**src/rtl/mm_tile_scheduler.sv**
```systemverilog
// Tile sequencer for an N1 x N2 systolic array over one M x M matrix product.
// Optional macro SCHED_STALL_EN adds a stall input that freezes FEED/DRAIN.
module mm_tile_scheduler #(
    parameter int N1 = 4,
    parameter int N2 = 8,
    parameter int M  = 16,
    localparam int AW  = $clog2(M * M / N1),
    localparam int BW  = $clog2(M * M / N2),
    localparam int PW  = $clog2(M),
    localparam int SAW = (M / N1 > 1) ? $clog2(M / N1) : 1,
    localparam int SBW = (M / N2 > 1) ? $clog2(M / N2) : 1
) (
    input  logic           clk,
    input  logic           rst,
    input  logic           start,
`ifdef SCHED_STALL_EN
    input  logic           stall,
`endif
    output logic           busy,
    output logic           done,
    output logic           rd_en,
    output logic [AW-1:0]  rd_addr_A,
    output logic [BW-1:0]  rd_addr_B,
    output logic [PW-1:0]  pixel_cntr,
    output logic [SAW-1:0] slice_cntr_A,
    output logic [SBW-1:0] slice_cntr_B,
    output logic           acc_clr,
    output logic           out_valid,
    input  logic           out_ready,
    output logic [SAW-1:0] out_slice_A,
    output logic [SBW-1:0] out_slice_B
);

    localparam int DW = (N1 + N2 - 1 > 1) ? $clog2(N1 + N2 - 1) : 1;
    localparam logic [PW-1:0]  P_LAST = PW'(M - 1);
    localparam logic [DW-1:0]  D_LAST = DW'(N1 + N2 - 2);
    localparam logic [SAW-1:0] A_LAST = SAW'(M / N1 - 1);
    localparam logic [SBW-1:0] B_LAST = SBW'(M / N2 - 1);

    typedef enum logic [2:0] {
        IDLE,
        FEED,
        DRAIN,
        FLUSH,
        DONE
    } state_t;

    state_t         state, state_n;
    logic [DW-1:0]  drain, drain_n;
    logic [PW-1:0]  pixel_n;
    logic [SAW-1:0] sa_n;
    logic [SBW-1:0] sb_n;
    logic           issue;
    logic           hold;

`ifdef SCHED_STALL_EN
    assign hold = stall;
`else
    assign hold = 1'b0;
`endif

    always_comb begin
        state_n = state;
        drain_n = drain;
        pixel_n = pixel_cntr;
        sa_n    = slice_cntr_A;
        sb_n    = slice_cntr_B;
        issue   = 1'b0;
        unique case (state)
            IDLE: begin
                if (start) begin
                    state_n = FEED;
                    pixel_n = '0;
                    sa_n    = '0;
                    sb_n    = '0;
                    issue   = 1'b1;
                end
            end
            FEED: begin
                if (!hold) begin
                    if (pixel_cntr == P_LAST) begin
                        state_n = DRAIN;
                        pixel_n = '0;
                        drain_n = '0;
                    end else begin
                        pixel_n = pixel_cntr + 1'b1;
                        issue   = 1'b1;
                    end
                end
            end
            DRAIN: begin
                if (!hold) begin
                    if (drain == D_LAST) state_n = FLUSH;
                    else drain_n = drain + 1'b1;
                end
            end
            FLUSH: begin
                if (out_ready) begin
                    if (slice_cntr_A == A_LAST && slice_cntr_B == B_LAST) begin
                        state_n = DONE;
                        sa_n    = '0;
                        sb_n    = '0;
                    end else begin
                        // B is the inner loop, A the outer
                        if (slice_cntr_B == B_LAST) begin
                            sb_n = '0;
                            sa_n = slice_cntr_A + 1'b1;
                        end else begin
                            sb_n = slice_cntr_B + 1'b1;
                        end
                        state_n = FEED;
                        pixel_n = '0;
                        issue   = 1'b1;
                    end
                end
            end
            DONE: state_n = IDLE;
            default: state_n = IDLE;
        endcase
    end

    always_ff @(posedge clk) begin
        if (rst) begin
            state        <= IDLE;
            drain        <= '0;
            busy         <= 1'b0;
            done         <= 1'b0;
            rd_en        <= 1'b0;
            rd_addr_A    <= '0;
            rd_addr_B    <= '0;
            pixel_cntr   <= '0;
            slice_cntr_A <= '0;
            slice_cntr_B <= '0;
            acc_clr      <= 1'b0;
            out_valid    <= 1'b0;
            out_slice_A  <= '0;
            out_slice_B  <= '0;
        end else begin
            state        <= state_n;
            drain        <= drain_n;
            busy         <= (state_n != IDLE);
            done         <= (state_n == DONE);
            rd_en        <= issue;
            rd_addr_A    <= AW'(int'(sa_n) * M + int'(pixel_n));
            rd_addr_B    <= BW'(int'(sb_n) * M + int'(pixel_n));
            pixel_cntr   <= pixel_n;
            slice_cntr_A <= sa_n;
            slice_cntr_B <= sb_n;
            acc_clr      <= issue && (pixel_n == '0);
            out_valid    <= (state_n == FLUSH);
            out_slice_A  <= (state_n == FLUSH) ? sa_n : '0;
            out_slice_B  <= (state_n == FLUSH) ? sb_n : '0;
        end
    end

endmodule
```
**config.mk**
```make
export PLATFORM = sky130hd
export DESIGN_NAME = mm_tile_scheduler
export DESIGN_NICKNAME = d
export VERILOG_FILES = /design/src/rtl/mm_tile_scheduler.sv
export SDC_FILE = /design/constraint.sdc
export NUM_CORES = 1
export LEC_CHECK = 0
export BUFFER_PORTS_ARGS = -buffer_cell sky130_fd_sc_hd__buf_4
export CAP_MARGIN = 10
export CORE_ASPECT_RATIO = 0.6
export CORE_MARGIN = 1.5
export CORE_UTILIZATION = 48
export DETAILED_ROUTE_END_ITERATION = 8
export PLACE_DENSITY_LB_ADDON = 0.1
export SYNTH_ARGS = -nofsm -noshare
export SYNTH_HDL_FRONTEND = slang
export SYNTH_SLANG_ARGS = --single-unit
```
**constraint.sdc**
```tcl
create_clock -name clk -period 5.37 [get_ports clk]
set_clock_uncertainty 0.05 [all_clocks]
set_input_delay 0.2685 -clock clk [delete_from_list [all_inputs] [get_ports clk]]
set_output_delay 0.2685 -clock clk [all_outputs]
set_load 0.02 [all_outputs]
```
After elaboration in Yosys (flattened, before gate mapping) --
Cells that the tools add are included.
Word-level totals: bits in registers 33, logic and storage cells 68, output and inout port bits 26, input bits 4
Cells by class: bitwise logic cells 1, muxes and demuxes 29, add/subtract/negate cells 6, equal/unequal tests 10, reduce and logical (&&, ||, !) cells 8
Operators with widths (count):
- two-way mux 4 bit | 6
- two-way mux 3 bit | 5
- one-hot mux 3 bit (4 select lines) | 1
- one-hot mux 4 bit (3 select lines) | 1
- == test 3 x 2 -> 1 bit (second input constant) | 3
- adder 4 x 1 -> 4 bit (second input constant) | 2
- == test 4 bit (second input constant) | 2
- two-way mux 1 bit | 8
- two-way mux 2 bit | 4
- one-hot mux 4 bit (2 select lines) | 1
- adder 6 x 4 -> 6 bit | 1
- adder 5 x 4 -> 5 bit | 1
- zero test 4 bit | 1
- != test 2 bit (second input constant) | 2
- one-hot mux 2 bit (2 select lines) | 1
- == test 3 x 1 -> 1 bit (second input constant) | 1
- == test 3 bit (second input constant) | 1
- zero test 3 bit | 1
- one-hot mux 1 bit (3 select lines) | 1
- AND reduction 3 bit | 1
- nonzero test 3 bit | 1
- adder 2 x 1 -> 2 bit (second input constant) | 1
- == test 2 bit (second input constant) | 1
- logical AND 1 bit | 2
- 5 further kinds | 5

Longest topological paths before layout --
Gate-level depths: netlist (run 1).
depth after elaboration 8, mapped depth 6

Worst setup path before layout (run 1) --
OpenSTA, ideal clock, no wires.
kind reg-to-reg, start point register rd_addr_A[0] (netlist name), end point register acc_clr, path slack 3.389 ns, stages on the path, launching flop included 6, period minus slack after synthesis 1.981 ns, buffers on the path 0, arrival time 1.871 ns, data required time 5.260 ns, cell sequence dfxtp_1 > ha_1 > and4_4 > or4_4 > a2111oi_4 > and3_1
RTL lines:
- end signal: assignment | RTL line 149 | acc_clr <= issue && (pixel_n == '0);
- end: declaration | RTL line 27 | output logic acc_clr,

==> results of run 1 <==
logic make-up (layout without fill, tap and decap cells):
logic type	after synthesis	in the layout	share of synthesized area, %
simple gates	51	51	26.5
compound gates	27	27	17.6
flops	22	22	39.2
buf+inv	22	39	11.4
fa+ha+maj	4	4	4.46
xor+xnor	1	1	0.781
worst max-delay path, stage by stage (launching register included):
cell	delay, ps
dfxtp_1	390
ha_1	290
and4_4	230
or4_4	490
a2111oi_4	310
and3_1	190
sequential cells by signal, indices dropped and copies added (netlist names):
register,flops
drain,4
busy,1
out_valid,1
acc_clr,1
state,3
done,1
out_slice_A,2
rd_addr_B,1
rd_addr_A,6
rd_en,1
out_slice_B,1
metal layers:
| layer | vias to the layer above | GRT usage (%) |
|---|---|---|
| met2 | 29 | 26.3 |
| met1 | 442 | 26.9 |
| met5 | - | 0 |
| met3 | 3 | 7.02 |
| li1 | 480 | - |
| met4 | 0 | 4.69 |
final cells by class:
type / count / share of cell area (%)
multi-input combinational: 83 / 42.1
sequential: 22 / 33.4
timing repair buffer: 29 / 16.5
clock buffer: 3 / 3.13
tap: 30 / 2.85
inverter: 7 / 1.99
metrics by stage:
step	total power [uW]	hold WS (ps)	setup WS [ps]	cell area, um^2	utilization, %
2_1_floorplan	191	285	3390	1120	-
3_3_place_gp	200	421	3420	1280	58.6
3_5_place_dp	200	442	3400	1280	58.6
4_1_cts	299	241	3370	1320	60.4
5_1_grt	311	250	3250	1320	60.4
6_report	298	248	3370	1320	60.4
synthesized netlist by cell type (all sizes together), types with 2 or more instances:
cell / count / area share [%]
a21oi: 9 / 4.0
o21ai: 4 / 1.8
ha: 4 / 4.5
dfxtp: 22 / 39
nand2: 9 / 3.0
or3: 4 / 2.2
nor2: 13 / 4.3
and3: 2 / 1.2
nor3b: 2 / 1.3
and4: 2 / 1.8
a22oi: 4 / 2.7
nand3b: 2 / 1.3
buf: 12 / 8.0
and2b: 2 / 1.4
nor4: 2 / 1.1
inv: 7 / 2.3
nor4b: 3 / 2.3
clkbuf: 3 / 1.0
nand3: 3 / 1.3
report_power, final:
group,total (uW),switching [uW],internal [uW]
Combinational,27.0,15.3,11.6
Clock,101,50.8,50.1
Sequential,170,3.61,166
path summary, 6_finish.rpt:
path,from,end,slack [ps],cells after the start
max reg2reg,rd_addr_A[0],acc_clr,3370,5
min,rst,rd_en,250,2
min reg2reg,drain[0],drain[0],450,2
max,rd_addr_A[0],acc_clr,3370,5
==> results.py, run 1 <==
metrics = {
    "outcome": {
        "status": "complete, no violations",
    },
    "clock_network": {
        "cts_root_buf": "clkbuf_8",
        "clk_pin_slew_ps": 70,
        "post_cts_resized": 0,
        "post_cts_buffers": 0,
        "htree_levels": 1,
        "clock_latency_ps": 260,
        "ctsHoldBuffers": 0,
        "cts.sinks": 22,
        "numCtsBuffers": 3,
        "cts_tree": "yes",
        "cts_buffer_depth": 2,
    },
    "detailed_routing": {
        "first_iter_violations": 26,
        "topRoutingLayerUsed": "met4",
        "postRouteAntennaNets": 0,
        "vias": 954,
        "post_drt_wl_per_cell_um": 12.9,
        "route.met2.wl_um": 925,
        "route.detailed.drc": 0,
        "first_pass_iters": 4,
        "wl_met3_um": 168,
        "wl_met1_um": 1140,
        "via_per_inst": 5.48,
        "drt-total-wl_um": 2250,
    },
    "finish": {
        "multi_input_area_um2": 554,
        "area_growth_pct": 17.4,
        "mostFrequentLayoutCells": "buf_4, dfxtp_1, nor2_1",
        "drive_above_1_share_pct": 26.4,
        "finalNonFillerCells": 174,
        "fillCellCount": 211,
        "final_common_cell": "buf_4",
        "nNetsFinal": 154,
        "n_antenna_cell": 0,
        "seq_area_um2": 440,
    },
    "timing": {
        "finalCritPeriodShare_pct": 37.2,
        "relSlewSlack_pct": 66.2,
        "fin_setup_tns_ps": 0,
        "hold_viol": 0,
        "worst_pin_slew_ps": 502,
        "min_period_ps": 2000,
        "setup_viol": 0,
        "max_clock_freq_mhz": 500,
        "drv_slew": 0,
        "rsz0062_at_grt": "false",
    },
    "die": {
        "num_rows": 13,
        "start_util_pct": 51.5,
        "io_pins": 30,
        "chipHeight_um": 40.5,
        "dieArea_mm2": 0.00265,
        "die_w_um": 65.4,
        "fp.coreArea_mm2": 0.00218,
    },
    "synthesis": {
        "ys_warn_count": 0,
        "async_flop_share_pct": 0,
        "synthDistinctLibCells": 40,
        "ys_dominant_reg_cell": "dfxtp_1",
        "synth_area_mm2": 0.00112,
        "yosysSeqAreaShare_pct": 39.2,
        "synth_cells": 127,
        "syn_area_per_cell_um2": 8.84,
        "synth_fp_nets": 135,
        "synth-seq-cells": 22,
        "synth_edf_count": 0,
    },
    "global_route": {
        "grt_max_degree": 15,
        "grt_antenna_before_repair": 0,
        "overflow": 0,
        "grt_pass1_wl_um": 3560,
        "grt_usage_pct": 18.8,
        "grt_pass1_vias": 758,
    },
    "critical_path": {
        "endpoint_kind": "register",
        "cp.arrival_ps": 2160,
        "cp_max_fo": 9,
        "critPathLaunchType": "register",
        "critPathKind": "register to register",
        "cp.required_ps": 5530,
    },
    "placed_design": {
        "gp_congestion": 0.777,
        "dp.cells": 171,
        "hpwl_um": 1650,
        "numPortBuffers": 29,
    },
    "pwr": {
        "peakVddDrop_v": 0.000115,
        "p_leak_uw": 0.000557,
        "power-per-cell-area_mw_per_mm2": 226,
    },
    "flow_run": {
        "drv_cap": 0,
    },
    "min_path": {
        "hold_class": "primary input to register",
    },
}
(Power assumes the default switching activity.)
==> run 2: changes to the inputs <==
Clock period 5.37 ns to 2 ns, I/O delays scaled along.
==> results.py, run 2 (synthesis results as in run 1) <==
metrics = {
    "detailed_routing": {
        "wl_met3_um": 117,
        "post_drt_wl_per_cell_um": 13.2,
        "first_iter_violations": 44,
        "route.met2.wl_um": 938,
        "topRoutingLayerUsed": "met3",
        "vias": 949,
        "wl_met1_um": 1310,
        "postRouteAntennaNets": 0,
        "first_pass_iters": 4,
        "drt-total-wl_um": 2360,
        "via_per_inst": 5.30,
        "route.detailed.drc": 0,
    },
    "critical_path": {
        "critPathSlowestCell": "or4_4",
        "cp_max_fo": 5,
        "slowest_delay_ps": 500,
        "crit_chain": "ha_1 -> and4_4 -> or4_4 -> a2111oi_4 -> and3_1",
        "critPathKind": "register to register",
        "cp.arrival_ps": 2010,
        "critPathLaunchType": "register",
        "endpoint_kind": "register",
        "cp.required_ps": 2150,
    },
    "finish": {
        "final_common_cell": "buf_4",
        "n_antenna_cell": 0,
        "regMostFlops": "rd_addr_A",
        "reg_top3": "rd_addr_A x6, drain x4, state x3",
        "fillCellCount": 182,
        "drive_above_1_share_pct": 28.9,
        "mostFrequentLayoutCells": "buf_4, dfxtp_1, nor2_1",
        "largest_reg_flops": 6,
        "area_growth_pct": 20.7,
        "utilization_pct": 62.2,
        "nNetsFinal": 159,
    },
    "die": {
        "die_w_um": 65.4,
        "fp.coreArea_mm2": 0.00218,
        "start_util_pct": 51.5,
        "io_pins": 30,
        "chipHeight_um": 40.5,
        "dieArea_mm2": 0.00265,
        "num_rows": 13,
    },
    "global_route": {
        "grt_max_degree": 15,
        "grt_pass1_vias": 714,
        "grt_pass1_wl_um": 3500,
        "overflow": 0,
        "grt_usage_pct": 18.3,
        "grt_antenna_before_repair": 0,
    },
    "placed_design": {
        "hpwl_um": 1760,
        "numPortBuffers": 29,
        "gp_congestion": 0.783,
    },
    "timing": {
        "rsz0062_at_grt": "false",
        "drv_slew": 0,
        "relSlewSlack_pct": 67.5,
        "finalCritPeriodShare_pct": 93.0,
        "fin_setup_tns_ps": 0,
        "worst_pin_slew_ps": 483,
        "max_clock_freq_mhz": 538,
        "setup_viol": 0,
        "hold_viol": 0,
        "min_period_ps": 1860,
    },
    "flow_run": {
        "drv_cap": 0,
    },
    "pwr": {
        "p_leak_uw": 0.000584,
        "peakVddDrop_v": 0.000312,
        "power-per-cell-area_mw_per_mm2": 587,
    },
    "clock_network": {
        "post_cts_buffers": 0,
        "cts_buffer_depth": 2,
        "post_cts_resized": 0,
        "htree_levels": 1,
        "ctsHoldBuffers": 0,
        "cts_root_buf": "clkbuf_8",
        "cts_tree": "yes",
        "numCtsBuffers": 3,
        "clk_pin_slew_ps": 70,
        "clock_latency_ps": 250,
        "cts.sinks": 22,
    },
    "outcome": {
        "status": "complete, no violations",
    },
    "min_path": {
        "hold_class": "primary input to register",
    },
}
run 2: cell types whose count changed in the layout (fill, tap and decap cells not counted):
| cell | before | now |
|---|---|---|
| buf_4 | 29 | 34 |
run 2: report_power, final:
| group | internal (uW) | leakage [uW] | total, uW | switching [uW] |
|---|---|---|---|---|
| clock network | 134 | 0.0000216 | 264 | 129 |
| registers | 446 | 0.000179 | 452 | 6.33 |
| logic | 34.3 | 0.000384 | 79.9 | 45.6 |
| total | 614 | 0.000584 | 795 | 181 |
run 2: per-stage QoR:
| step | hold slack, ps | cells | area (um^2) | power, uW | setup slack [ps] |
|---|---|---|---|---|---|
| 2_1_floorplan | 117 | 127 | 1120 | 513 | 19.0 |
| 5_1_grt | 76.4 | 179 | 1360 | 835 | 92.2 |
| 3_5_place_dp | 350 | 176 | 1310 | 541 | 177 |
| 4_1_cts | 76.2 | 179 | 1360 | 805 | 149 |
| 6_report | 82.8 | 179 | 1360 | 795 | 140 |
| 3_3_place_gp | 347 | 176 | 1310 | 540 | 206 |
run 2: worst max-delay path, delay by kind of cell, from the launching register on:
family,cells,cell delay [ps]
flops,1,320
compound gates,1,310
simple gates,3,910
fa+ha+maj,1,220
run 2: layout make-up:
class	count	area, um^2	area share, %
Multi-Input combinational cell	83	554	40.9
Sequential cell	22	440	32.5
Timing Repair Buffer	34	255	18.8
Clock buffer	3	41.3	3.05
Tap cell	30	37.5	2.77
Inverter	7	26.3	1.94
run 2: layer usage:
layer	vias up	track usage, %
li1	492	-
met1	436	27.5
met2	21	26.0
met3	0	5.90
met4	0	1.56
met5	-	0
run 2: final timing paths:
path	slack, ps	cells after the start	to	start
setup / recovery	140	5	acc_clr	rd_addr_A[0]
hold / removal	80	2	rd_en	rst
setup reg to reg	140	5	acc_clr	rd_addr_A[0]
hold reg to reg	450	2	drain[3]	drain[3]
==> run 3: changes to the inputs <==
Settings changed: PLACE_DENSITY set to 0.74, PLACE_DENSITY_LB_ADDON 0.1 to unset.
==> results.py, run 3 (synthesis results as in run 1) <==
metrics = {
    "clock_network": {
        "cts_buffer_depth": 2,
        "ctsHoldBuffers": 0,
        "cts_tree": "yes",
        "cts.sinks": 22,
        "post_cts_resized": 0,
        "cts_root_buf": "clkbuf_8",
        "htree_levels": 1,
        "clk_pin_slew_ps": 80,
        "post_cts_buffers": 0,
        "numCtsBuffers": 3,
        "clock_latency_ps": 260,
    },
    "flow_run": {
        "drv_cap": 0,
    },
    "die": {
        "fp.coreArea_mm2": 0.00218,
        "die_w_um": 65.4,
        "start_util_pct": 51.5,
        "io_pins": 30,
        "dieArea_mm2": 0.00265,
        "chipHeight_um": 40.5,
        "num_rows": 13,
    },
    "timing": {
        "hold_viol": 0,
        "drv_slew": 0,
        "max_clock_freq_mhz": 530,
        "setup_viol": 0,
        "fin_setup_tns_ps": 0,
        "rsz0062_at_grt": "false",
        "min_period_ps": 1890,
        "worst_pin_slew_ps": 506,
        "relSlewSlack_pct": 66.0,
        "fin_ws_ps": 115,
        "finalCritPeriodShare_pct": 94.3,
    },
    "finish": {
        "drive_above_1_share_pct": 29.3,
        "regMostFlops": "rd_addr_A",
        "largest_reg_flops": 6,
        "final_common_cell": "buf_4",
        "nNetsFinal": 159,
        "mostFrequentLayoutCells": "buf_4, dfxtp_1, nor2_1",
        "reg_top3": "rd_addr_A x6, drain x4, state x3",
        "n_antenna_cell": 0,
        "area_growth_pct": 23.4,
        "utilization_pct": 63.5,
        "fin_area_mm2": 0.00139,
    },
    "placed_design": {
        "gp_congestion": 0.823,
        "placed_area_mm2": 0.00131,
        "hpwl_um": 1820,
        "numPortBuffers": 29,
        "place_ws_ps": 148,
    },
    "pwr": {
        "peakVddDrop_v": 0.000503,
        "finalPower_uw": 941,
        "p_leak_uw": 0.000598,
        "power-per-cell-area_mw_per_mm2": 680,
    },
    "global_route": {
        "grt_antenna_before_repair": 0,
        "grt_pass1_wl_um": 3630,
        "overflow": 0,
        "grt_max_degree": 15,
        "grt_pass1_vias": 804,
        "grt_usage_pct": 18.8,
    },
    "detailed_routing": {
        "first_iter_violations": 59,
        "first_pass_iters": 6,
        "vias": 957,
        "route.detailed.drc": 0,
        "postRouteAntennaNets": 0,
        "post_drt_wl_per_cell_um": 13.5,
        "via_per_inst": 5.32,
        "drt-total-wl_um": 2430,
    },
    "critical_path": {
        "cp-startpoint": "rd_addr_A[0]",
        "cp_max_fo": 5,
        "critPathKind": "register to register",
        "cp.arrival_ps": 2050,
        "critPathLaunchType": "register",
        "r2r_start": "rd_addr_A[0]",
        "endpoint_kind": "register",
        "crit_chain": "ha_1 -> and4_4 -> or4_4 -> a2111oi_4 -> and3_1",
        "critPathTopFamily": "simple AND/OR/NAND/NOR gates",
        "cp.required_ps": 2160,
        "critPathSlowestCell": "or4_4",
        "path_buf_inv": 0,
        "slowest_delay_ps": 500,
    },
    "min_path": {
        "hold_start": "rst",
        "hold_class": "primary input to register",
    },
    "outcome": {
        "status": "complete, no violations",
    },
}
run 3: layout make-up:
cell class              count  area, um^2
fillers                   196         795
multi-input cells          83         554
flip-flops and latches     22         440
repair buffers             34         255
clock buffers               3        41.3
well taps                  30        37.5
clock inverters             1        30.0
inverters                   7        26.3
run 3: worst paths after layout:
kind	to	slack (ps)	depth (start not counted)
worst min-delay path	rd_en	80	2
worst min register to register	drain[3]	450	2
worst max register to register	acc_clr	110	5
worst max-delay path	acc_clr	110	5
run 3: layer usage:
metal  track usage, %  routed length (um)  up-vias
met5                0                   0        -
met4             2.08                   0        0
met3             7.87                 258        0
met2             28.8                1000       38
met1             25.7                1170      430
li1                 -                   -      489
run 3: report_power, final:
part	internal [uW]	switching, uW	leakage [uW]
sequential	446	6.82	0.000179
clock	267	141	0.0000357
combinational	34.2	46.1	0.000384
total	747	194	0.000598
run 3: stage by stage:
step	std cells	hold WS, ps
finish	180	77.8
global route	180	73.3
CTS	180	69.5
detailed placement	176	353
global placement	176	348
floorplan	127	117
